[src/rtl/pipelined_adder_if.sv]
`default_nettype none
// ============================================================================
// Module  : pipelined_adder_if
// Purpose : Operand/result handshake bundle for pipelined_adder.
// Rev     : 1.0  initial release
// ============================================================================
interface pipelined_adder_if #(
    parameter int WIDTH = 32
);
    logic             inValid;
    logic             inReady;
    logic [WIDTH-1:0] firstInput;
    logic [WIDTH-1:0] secondInput;
    logic             carryIn;
    logic             subtract;
    logic             outValid;
    logic             outReady;
    logic [WIDTH-1:0] out;
    logic             carryOut;
    logic             overflow;
    logic             zero;

    modport slave (
        input  inValid, firstInput, secondInput, carryIn, subtract, outReady,
        output inReady, outValid, out, carryOut, overflow, zero
    );

    modport master (
        output inValid, firstInput, secondInput, carryIn, subtract, outReady,
        input  inReady, outValid, out, carryOut, overflow, zero
    );
endinterface
`default_nettype wire

[src/rtl/pipelined_adder.sv]
`default_nettype none
// ============================================================================
// Module  : pipelined_adder
// Purpose : STAGES-deep add/subtract pipeline, one CW-bit carry chunk per stage.
// Rev     : 1.0  initial release
// ============================================================================
module pipelined_adder #(
    parameter int WIDTH  = 32,
    parameter int STAGES = 4
) (
    input wire               clk,
    input wire               rst,
    pipelined_adder_if.slave io
);
    localparam int CW = WIDTH / STAGES;

    for (genvar k = 0; k < STAGES; k++) begin : g_stage
        localparam int LO  = k * CW;
        localparam int REM = WIDTH - LO;

        logic [REM-1:0]   a_in;
        logic [REM-1:0]   b_in;
        logic             c_in;
        logic             v_in;
        logic [CW:0]      chunk_sum;
        logic [LO+CW-1:0] res_next;
        logic [LO+CW-1:0] res_q;
        logic             c_q;
        logic             v_q;
        logic             adv;

        assign chunk_sum = {1'b0, a_in[CW-1:0]} + {1'b0, b_in[CW-1:0]} + {{CW{1'b0}}, c_in};

        if (k == 0) begin : g_head
            assign a_in       = io.firstInput;
            assign b_in       = io.subtract ? ~io.secondInput : io.secondInput;
            assign c_in       = io.carryIn ^ io.subtract;
            assign v_in       = io.inValid;
            assign res_next   = chunk_sum[CW-1:0];
            assign io.inReady = adv;
        end else begin : g_body
            assign a_in     = g_stage[k-1].g_skew.a_q;
            assign b_in     = g_stage[k-1].g_skew.b_q;
            assign c_in     = g_stage[k-1].c_q;
            assign v_in     = g_stage[k-1].v_q;
            assign res_next = {chunk_sum[CW-1:0], g_stage[k-1].res_q};
        end

        always_ff @(posedge clk or posedge rst) begin
            if (rst) begin
                v_q   <= 1'b0;
                c_q   <= 1'b0;
                res_q <= '0;
            end else if (adv) begin
                v_q   <= v_in;
                c_q   <= chunk_sum[CW];
                res_q <= res_next;
            end
        end

        if (k < STAGES - 1) begin : g_skew
            // Operand bits not yet summed ride along with their beat
            logic [REM-CW-1:0] a_q;
            logic [REM-CW-1:0] b_q;

            assign adv = !v_q || g_stage[k+1].adv;

            always_ff @(posedge clk or posedge rst) begin
                if (rst) begin
                    a_q <= '0;
                    b_q <= '0;
                end else if (adv) begin
                    a_q <= a_in[REM-1:CW];
                    b_q <= b_in[REM-1:CW];
                end
            end
        end else begin : g_last
            logic ovf_q;
            logic zero_q;

            assign adv = !v_q || io.outReady;

            always_ff @(posedge clk or posedge rst) begin
                if (rst) begin
                    ovf_q  <= 1'b0;
                    zero_q <= 1'b0;
                end else if (adv) begin
                    ovf_q  <= (a_in[REM-1] == b_in[REM-1]) && (chunk_sum[CW-1] != a_in[REM-1]);
                    zero_q <= (res_next == '0);
                end
            end

            assign io.outValid = v_q;
            assign io.out      = res_q;
            assign io.carryOut = c_q;
            assign io.overflow = ovf_q;
            assign io.zero     = zero_q;
        end
    end
endmodule
`default_nettype wire

[src/flat_wrapper.sv]
// flat-port wrapper written by rule: the top's interface ports become plain ports
module pipelined_adder_flat 
#(
    parameter int WIDTH  = 32,
    parameter int STAGES = 4
)
  (clk, rst, io_inValid, io_firstInput, io_secondInput, io_carryIn, io_subtract, io_outReady, io_inReady, io_outValid, io_out, io_carryOut, io_overflow, io_zero);
  pipelined_adder_if #(.WIDTH(WIDTH)) io_i ();
  input wire clk;
  input wire rst;
  input wire logic [$bits(io_i.inValid)-1:0] io_inValid;
  input wire logic [$bits(io_i.firstInput)-1:0] io_firstInput;
  input wire logic [$bits(io_i.secondInput)-1:0] io_secondInput;
  input wire logic [$bits(io_i.carryIn)-1:0] io_carryIn;
  input wire logic [$bits(io_i.subtract)-1:0] io_subtract;
  input wire logic [$bits(io_i.outReady)-1:0] io_outReady;
  output wire logic [$bits(io_i.inReady)-1:0] io_inReady;
  output wire logic [$bits(io_i.outValid)-1:0] io_outValid;
  output wire logic [$bits(io_i.out)-1:0] io_out;
  output wire logic [$bits(io_i.carryOut)-1:0] io_carryOut;
  output wire logic [$bits(io_i.overflow)-1:0] io_overflow;
  output wire logic [$bits(io_i.zero)-1:0] io_zero;
  assign io_i.inValid = io_inValid;
  assign io_i.firstInput = io_firstInput;
  assign io_i.secondInput = io_secondInput;
  assign io_i.carryIn = io_carryIn;
  assign io_i.subtract = io_subtract;
  assign io_i.outReady = io_outReady;
  assign io_inReady = io_i.inReady;
  assign io_outValid = io_i.outValid;
  assign io_out = io_i.out;
  assign io_carryOut = io_i.carryOut;
  assign io_overflow = io_i.overflow;
  assign io_zero = io_i.zero;
  pipelined_adder #(.WIDTH(WIDTH), .STAGES(STAGES)) u_core (.clk(clk), .rst(rst), .io(io_i));
endmodule
[config.mk]
export PLATFORM = sky130hd
export DESIGN_NAME = pipelined_adder_flat
export DESIGN_NICKNAME = d
export VERILOG_FILES = /design/src/rtl/pipelined_adder_if.sv /design/src/rtl/pipelined_adder.sv /design/src/flat_wrapper.sv
export SDC_FILE = /design/constraint.sdc
export NUM_CORES = 1
export LEC_CHECK = 0
export BUFFER_PORTS_ARGS = -buffer_cell sky130_fd_sc_hd__buf_2
export CORE_ASPECT_RATIO = 0.5
export CORE_MARGIN = 2
export CORE_UTILIZATION = 65
export CTS_BUF_LIST = sky130_fd_sc_hd__clkbuf_4 sky130_fd_sc_hd__clkbuf_8
export DETAILED_ROUTE_END_ITERATION = 8
export MAX_ROUTING_LAYER = met4
export PLACE_DENSITY_LB_ADDON = 0.25
export SLEW_MARGIN = 20
export SYNTH_ARGS = -nofsm -noshare
export SYNTH_HDL_FRONTEND = slang
export SYNTH_SLANG_ARGS = --single-unit
export TNS_END_PERCENT = 10
[constraint.sdc]
create_clock -name clk -period 14.38 [get_ports clk]
set_clock_uncertainty 0.2 [all_clocks]
set_input_delay 2.157 -clock clk [delete_from_list [all_inputs] [get_ports clk]]
set_output_delay 2.157 -clock clk [all_outputs]
set_load 0.005 [all_outputs]
==> run summary, run 1 <==
logic gate share of total power: 0.285
CTS H-Tree Depth: 4
PortBufs: 106
R2R Path End: u_core.io.zero
Post-Route Utilization: 0.749
M3 GR Usage: 0.0410
Clk pwr share: 0.219
CP Cell Sequence: buf_2 -> nor2b_4 -> buf_4 -> and3_1 -> nand2_4 -> buf_2
status: completed
M2 GR Usage: 0.399
Leak: 0.00481 uW
clock root buffer: clkbuf_8
worst r2r path cells: 7
Initial Utilization: 0.672
Slowest-stage cell, CP: nand2_4
Synth Instances: 845
Hold Vio Cnt, Final: 0
I/O pin cnt: 107
CTS tree: built
final setup fails: 0
PwrDens: 163 nW/um^2
Final nets: 1,043
ANT cells: 0
worst r2r src: u_core.g_stage[2].g_skew.b_q[0]
CTS Buf Count: 17
WP data arrival: 4.00 ns
Synth Register Bits: 186
Worst-Skew Late Latency: 0.45 ns
via/cell ratio: 5.38
PnR Total Power: 1550 uW
CTS Hold Bufs: 0
Mapped Area: 8580 sq um
most common cell after layout, fill and taps aside: nand2_1
Filler Cell Count: 868
Pins Over Slew Limit: 0
Netlist cell types: 44
Row Count: 29
hold crit path type: register to register
CP Max Fanout: 90
endpoint type of the worst setup path: output port
Worst path most repeated cell: buf_2
Placed Cells: 1,088
Antenna Nets Post-Route: 0
global-route wire length before repair: 28,100 microns
drt total wl: 16,500 microns
Flop pwr share: 0.495
DRC violations left: 0
Startpoint Class: primary input
GR peak layer: met2
Setup Buffers After CTS: 0
Pint: 1030 uW
HP Start: u_core.g_stage[1].res_q[7]
RSZ-0062 raised after global routing: false
largest net degree at the start of global routing: 95
switching part of the total power: 0.335
NetSw: 521 uW
Slew HR: 0.283
core area: 12,800 sq um
Area Growth Syn to Fin: 11.5%
most frequent cells in the layout: nand2_1, dfrtp_1, buf_2
gr usage total: 0.255
post-layout min period: 6.35 ns
Seq/Total Area, Yosys: 0.543
WS Path Type: primary input to output port
Die ar.: 14,200 sq um
Clock transition at path regs: 0.09 ns
final instance count without filler cells: 1,120
Sum Neg Setup Slack: 0 ns
syn nets: 951
Period Utilization, post-route: 0.442
VDD IR max: 0.0000918 V
worst slew pin tran: 1.08 ns
post-CTS sizing: 0
max cap viols: 0
DIE WIDTH: 166 microns
die height: 85.2 microns
share of layout cells above drive strength 1: 0.208
starting DRC count in detailed routing: 331
global route overflow: 0
vias in the first global route: 5,797
DP HPWL: 10,900 microns
vias post-DR: 6,027
initial antenna violation count: 0
max incr delay on CP: 0.56 ns
CP required: 12.02 ns
YS warnings: 0
Synth Area per Inst: 10.2 sq um
CTS sink count: 186
R2R Setup Slk: 11.52 ns
DR WL/cell: 14.8 microns
CTS max path bufs: 2
Fmax: 157 MHz
hold path cells: 2
Pre-Repair DR Iteration Count: 5
M1 GR Usage: 0.349
hold endpoint: u_core.g_stage[1].res_q[7]
Routability Congestion: 0.837
==> area by class of cell <==
cell class | count | area [sq um] | area share
flip-flops and latches | 186 | 4650 | 0.487
multi-input cells | 594 | 3630 | 0.379
repair buffers | 112 | 579 | 0.0606
clock buffers | 20 | 275 | 0.0288
well taps | 170 | 213 | 0.0222
clock inverters | 12 | 114 | 0.0119
inverters | 26 | 103 | 0.0107
==> power by group through the flow <==
stage / registers (uW) / clock network [uW] / logic (uW)
floorplan: 755 / 0 / 317
global placement: 774 / 0 / 421
detailed placement: 778 / 0 / 439
CTS: 769 / 346 / 445
global route: 789 / 367 / 501
finish: 770 / 341 / 443
==> cells by family after synthesis <==
group                      count (synthesis)  share of synthesized area
adders and majority gates                 36                     0.0595
DFF                                      186                      0.543
buffers and inverters                     65                     0.0349
xor gates and xnor gates                  52                     0.0531
muxes                                     44                     0.0678
and+or+nand+nor                          360                      0.171
AOI/OAI and AO/OA                        102                     0.0715
==> metal layers <==
layer	wire length (microns)	vias to the layer above
li1	-	2927
met1	7790	2959
met2	8030	125
met3	563	16
met4	149	0
met5	0	-
==> synthesized netlist by cell type, drive strengths merged <==
cell type  instances  area share
o31ai              5      0.0044
a21o               6      0.0052
buf               21       0.016
nand2b             4      0.0029
nor3b              2      0.0017
xor2              12       0.012
and2               2      0.0015
inv               26       0.011
ha                28       0.041
a21oi             47       0.029
clkbuf            18      0.0079
fa                 8       0.019
nor2b              3      0.0031
a2111oi            3      0.0034
a211oi             3      0.0026
and3               4      0.0029
or2                1     0.00073
o21a               4      0.0035
or3                2      0.0015
nor2              51       0.022
nor3               8      0.0047
mux2              44       0.068
nand3              2      0.0012
nand4b             1      0.0010
nand2            270        0.12
a31o               2      0.0020
nand4              2      0.0015
dfrtp            186        0.54
and3b              1      0.0010
o21bai             5      0.0044
nor4               6      0.0044
xnor2             40       0.041
and4bb             1      0.0015
o21ai             23       0.014
a31oi              4      0.0029
==> state kept, by name, summed over array words and instances, names as in the netlist <==
| register | cells |
|---|---|
| u_core.g_stage.g_skew.a_q | 48 |
| u_core.io.overflow | 1 |
| u_core.io.out | 32 |
| u_core.io.carryOut | 1 |
| u_core.g_stage.g_skew.b_q | 48 |
| u_core.io.zero | 1 |
| u_core.g_stage.v_q | 3 |
| u_core.g_stage.c_q | 3 |
| u_core.io.outValid | 1 |
| u_core.g_stage.res_q | 48 |
==> through the flow <==
step | setup WS, ns | hold slack [ns] | cell area [sq um]
finish | 8.03 | 0.270 | 9560
global route | 7.88 | 0.291 | 9560
CTS | 8.03 | 0.271 | 9560
detailed placement | 8.03 | 0.250 | 9170
global placement | 8.10 | 0.246 | 9170
floorplan | 6.97 | 0.235 | 8580
==> worst max-delay path by stage <==
stage / start / end / cells after the start / slack, ns
after floorplan: rst / u_core.g_stage[0].c_q / 1 / 6.97
after global placement: io_outReady / io_inReady / 6 / 8.10
after detailed placement: io_outReady / io_inReady / 6 / 8.03
after CTS: io_outReady / io_inReady / 6 / 8.03
after global routing: io_outReady / io_inReady / 6 / 7.88
final: io_outReady / io_inReady / 6 / 8.03
==> worst max-delay path: cells and delay by family <==
family | cells | cell delay [ns]
buf+inv | 3 | 0.85
simple gates | 3 | 0.94
(Power assumes the default switching activity.)
==> run 2: changes to the inputs <==
CORE_UTILIZATION = 60   (was 65)
clock period = 6.22 ns   (was 14.38 ns; I/O delays follow)
==> run summary, run 2 (synthesized netlist as in run 1, its figures left out) <==
status: completed
most frequent cells in the layout: nand2_1, dfrtp_1, buf_2
Leak: 0.00484 uW
clock root buffer: clkbuf_8
VDD IR max: 0.000184 V
drt total wl: 16,900 microns
post-layout min period: 4.39 ns
CTS Buf Count: 17
PortBufs: 106
DP HPWL: 11,600 microns
initial antenna violation count: 0
Slew HR: 0.298
share of layout cells above drive strength 1: 0.209
largest net degree at the start of global routing: 91
Slowest-stage cell, CP: nand2_4
Post-DP Area: 9210 sq um
Antenna Nets Post-Route: 0
CTS H-Tree Depth: 4
logic gate share of total power: 0.279
Clock transition at path regs: 0.09 ns
most common cell after layout, fill and taps aside: nand2_1
ANT cells: 0
vias in the first global route: 5,727
register area: 4650 sq um
DIE WIDTH: 173 microns
area of the multi-input gates: 3630 sq um
PnR Total Power: 3670 uW
CTS sink count: 186
CTS Hold Bufs: 0
Filler Cell Count: 1,043
Clk pwr share: 0.233
Startpoint Class: primary input
core area: 13,700 sq um
RSZ-0062 raised after global routing: false
WS Path Type: primary input to output port
global-route wire length before repair: 27,900 microns
worst r2r path cells: 6
Die ar.: 15,300 sq um
Hold Vio Cnt, Final: 0
endpoint type of the worst setup path: output port
Design Area, Final: 9630 sq um
via/cell ratio: 5.31
hold path cells: 2
hold crit path type: register to register
Period Utilization, post-route: 0.706
max cap viols: 0
switching part of the total power: 0.330
CP required: 5.09 ns
Flop pwr share: 0.488
Pins Over Slew Limit: 0
CP Max Fanout: 90
Row Count: 30
die height: 88.6 microns
Worst-Skew Late Latency: 0.46 ns
gr usage total: 0.240
max incr delay on CP: 0.66 ns
final setup fails: 0
global route overflow: 0
I/O pin cnt: 107
Final nets: 1,044
CTS max path bufs: 2
Pre-Repair DR Iteration Count: 5
CP Cell Sequence: buf_2 -> nor2b_4 -> buf_4 -> and3_1 -> buf_4 -> nand2_4 -> buf_2
Initial Utilization: 0.624
worst slew pin tran: 1.05 ns
Pint: 2460 uW
Regs by FF count: u_core.g_stage.g_skew.a_q: 48 flops, u_core.g_stage.g_skew.b_q: 48 flops, u_core.g_stage.res_q: 48 flops
CTS tree: built
NetSw: 1210 uW
WP data arrival: 3.26 ns
Area Growth Syn to Fin: 12.3%
vias post-DR: 6,072
DR WL/cell: 14.8 microns
Sum Neg Setup Slack: 0 ns
Fmax: 228 MHz
Routability Congestion: 0.873
post-CTS sizing: 0
PwrDens: 381 nW/um^2
DRC violations left: 0
starting DRC count in detailed routing: 387
Setup Buffers After CTS: 0
-- run 2: path summary, 6_finish.rpt --
check,start,end,slack (ns)
min in group asynchronous,rst,u_core.g_stage[0].g_skew.a_q[18],0.32
max in group asynchronous,rst,u_core.io.out[25],4.23
hold reg to reg,u_core.io.out[22],u_core.io.out[22],0.27
setup / recovery,io_outReady,io_inReady,1.83
hold / removal,u_core.io.out[22],u_core.io.out[22],0.27
setup reg to reg,u_core.io.outValid,u_core.g_stage[0].res_q[1],3.09
-- run 2: critical path, delay by kind of cell --
family | cells | cell delay (ns)
buffers and inverters | 4 | 1.32
AND/OR/NAND/NOR | 3 | 0.97
-- run 2: routing by layer --
metal  part of all wire  GRT usage
met3              0.042     0.0541
met1               0.46      0.315
met4              0.014     0.0716
met5                  0          -
met2               0.48      0.382
-- run 2: area by class of cell --
type / count / area share
Clock buffer: 19 / 0.0271
Inverter: 26 / 0.0106
Timing Repair Buffer: 113 / 0.0605
Clock inverter: 13 / 0.0173
Tap cell: 192 / 0.0249
Sequential cell: 186 / 0.483
Multi-Input combinational cell: 594 / 0.376
-- run 2: power by group through the flow --
stage / combinational, uW / clock (uW) / sequential (uW)
global placement: 981 / 0 / 1790
finish: 1020 / 853 / 1790
global route: 1160 / 916 / 1830
detailed placement: 1020 / 0 / 1810
CTS: 1030 / 866 / 1790
floorplan: 734 / 0 / 1750
-- run 2: metrics by stage --
stage / worst slack (ns) / hold slack, ns / util / std cells
6_report: 1.83 / 0.267 / 0.701 / 1143
5_1_grt: 1.63 / 0.293 / 0.701 / 1143
4_1_cts: 1.80 / 0.269 / 0.701 / 1143
3_5_place_dp: 1.78 / 0.251 / 0.670 / 1111
3_3_place_gp: 1.86 / 0.245 / 0.670 / 1111
2_1_floorplan: 0.0299 / 0.235 / - / 845
==> run 3: changes to the inputs <==
CORE_UTILIZATION = 54   (was 60)
clock period = 3.52 ns   (was 6.22 ns; I/O delays follow)
==> run summary, run 3 (synthesized netlist as in run 1, its figures left out) <==
status: completed
Flop pwr share: 0.496
DRC violations left: 0
Pint: 4190 uW
CP required: 3.73 ns
Row Count: 32
CTS max path bufs: 2
WP depth: 7
Clock transition at path regs: 0.10 ns
Leak: 0.00487 uW
worst r2r path cells: 7
PortBufs: 106
Setup Buffers After CTS: 0
starting DRC count in detailed routing: 329
Regs by FF count: u_core.g_stage.g_skew.a_q: 48 flops, u_core.g_stage.g_skew.b_q: 48 flops, u_core.g_stage.res_q: 48 flops
Hold Vio Cnt, Final: 0
logic gate share of total power: 0.283
hold crit path type: primary input to register
CTS sink count: 186
share of layout cells above drive strength 1: 0.213
vias in the first global route: 5,882
Sum Neg Setup Slack: 0 ns
die height: 93.1 microns
CTS Buf Count: 17
CTS Hold Bufs: 1
max incr delay on CP: 0.56 ns
WS Path Type: register to register
post-CTS sizing: 0
CTS tree: built
worst slew pin tran: 0.653 ns
Slowest-stage cell, CP: fa_1
CTS H-Tree Depth: 4
I/O pin cnt: 107
ANT cells: 0
global-route wire length before repair: 28,300 microns
NetSw: 2160 uW
register area: 4650 sq um
clock root buffer: clkbuf_8
PnR Total Power: 6360 uW
max cap viols: 0
core area: 15,500 sq um
Setup WS post-layout: 0.806 ns
initial antenna violation count: 1
switching part of the total power: 0.340
gr usage total: 0.217
via/cell ratio: 5.14
CP Cell Sequence: fa_1 -> fa_1 -> nor4_1 -> nand4_1 -> and4bb_2 -> nand4b_1 -> nand2_1
pre-CTS setup slack: 0.465 ns
DP HPWL: 11,900 microns
Worst path most repeated cell: fa_1
Die ar.: 17,000 sq um
Worst Path Buf+Inv: 0
Area Growth Syn to Fin: 13.1%
largest net degree at the start of global routing: 65
final setup fails: 0
post-layout min period: 2.71 ns
area of the multi-input gates: 3630 sq um
Filler Cell Count: 1,289
PwrDens: 655 nW/um^2
Startpoint Class: register
hold path cells: 2
CP Max Fanout: 2
crit-path leading delay family: adder cells
drt total wl: 16,700 microns
Slew HR: 0.564
RSZ-0062 raised after global routing: false
Pins Over Slew Limit: 0
Initial Utilization: 0.555
Fmax: 368 MHz
most common cell after layout, fill and taps aside: nand2_1
Routability Congestion: 0.897
hold slack: 0.0606 ns
Period Utilization, post-route: 0.771
endpoint type of the worst setup path: register
global route overflow: 0
Clk pwr share: 0.222
Antenna Nets Post-Route: 0
VDD IR max: 0.000311 V
DIE WIDTH: 182 microns
Worst-Skew Late Latency: 0.47 ns
vias post-DR: 5,965
WP data arrival: 2.92 ns
Final nets: 1,051
Pre-Repair DR Iteration Count: 4
most frequent cells in the layout: nand2_1, dfrtp_1, buf_2
DR WL/cell: 14.4 microns
## run 3: cell types whose count changed in the layout (fill, tap and decap cells not counted), sizes merged
cell         delta
clkbuf          -2
buf             +6
bufinv          -2
clkinvlp        -1
dlygate4sd3     +1
inv             +6
clkinv          -2
## run 3: power by group through the flow
stage / Combinational (uW) / Clock (uW) / Sequential (uW)
after detailed placement: 1800 / 0 / 3200
after global routing: 2040 / 1540 / 3240
after floorplan: 1300 / 0 / 3080
final: 1800 / 1410 / 3150
after global placement: 1740 / 0 / 3180
after CTS: 1820 / 1440 / 3160
## run 3: worst paths after layout
check | startpoint | end | slack [ns]
setup / recovery | u_core.g_stage[2].g_skew.b_q[0] | u_core.io.zero | 0.81
hold / removal | io_inValid | u_core.g_stage[0].v_q | 0.06
setup reg to reg | u_core.g_stage[2].g_skew.b_q[0] | u_core.io.zero | 0.81
hold reg to reg | u_core.io.out[22] | u_core.io.out[22] | 0.27
max in group asynchronous | rst | u_core.io.out[15] | 1.70
min in group asynchronous | rst | u_core.io.out[21] | 0.50
## run 3: cell type report
cell class | instances | area share
sequential | 186 | 0.480
multi-input combinational | 594 | 0.374
timing repair buffer | 120 | 0.0697
tap | 204 | 0.0263
clock buffer | 17 | 0.0241
clock inverter | 14 | 0.0157
inverter | 26 | 0.0104
## run 3: per-layer routing
layer / up-vias / wire [microns] / global-route usage
met4: 0 / 170 / 0.0517
met1: 2899 / 7880 / 0.292
met3: 15 / 793 / 0.0475
met5: - / 0 / -
li1: 2954 / - / -
met2: 97 / 7870 / 0.344
## run 3: metrics by stage
step / instance area (sq um) / std cells / util
2_1_floorplan: 8580 / 845 / -
3_3_place_gp: 9300 / 1129 / 0.602
3_5_place_dp: 9300 / 1129 / 0.602
4_1_cts: 9700 / 1161 / 0.628
5_1_grt: 9700 / 1161 / 0.628
6_report: 9700 / 1161 / 0.628
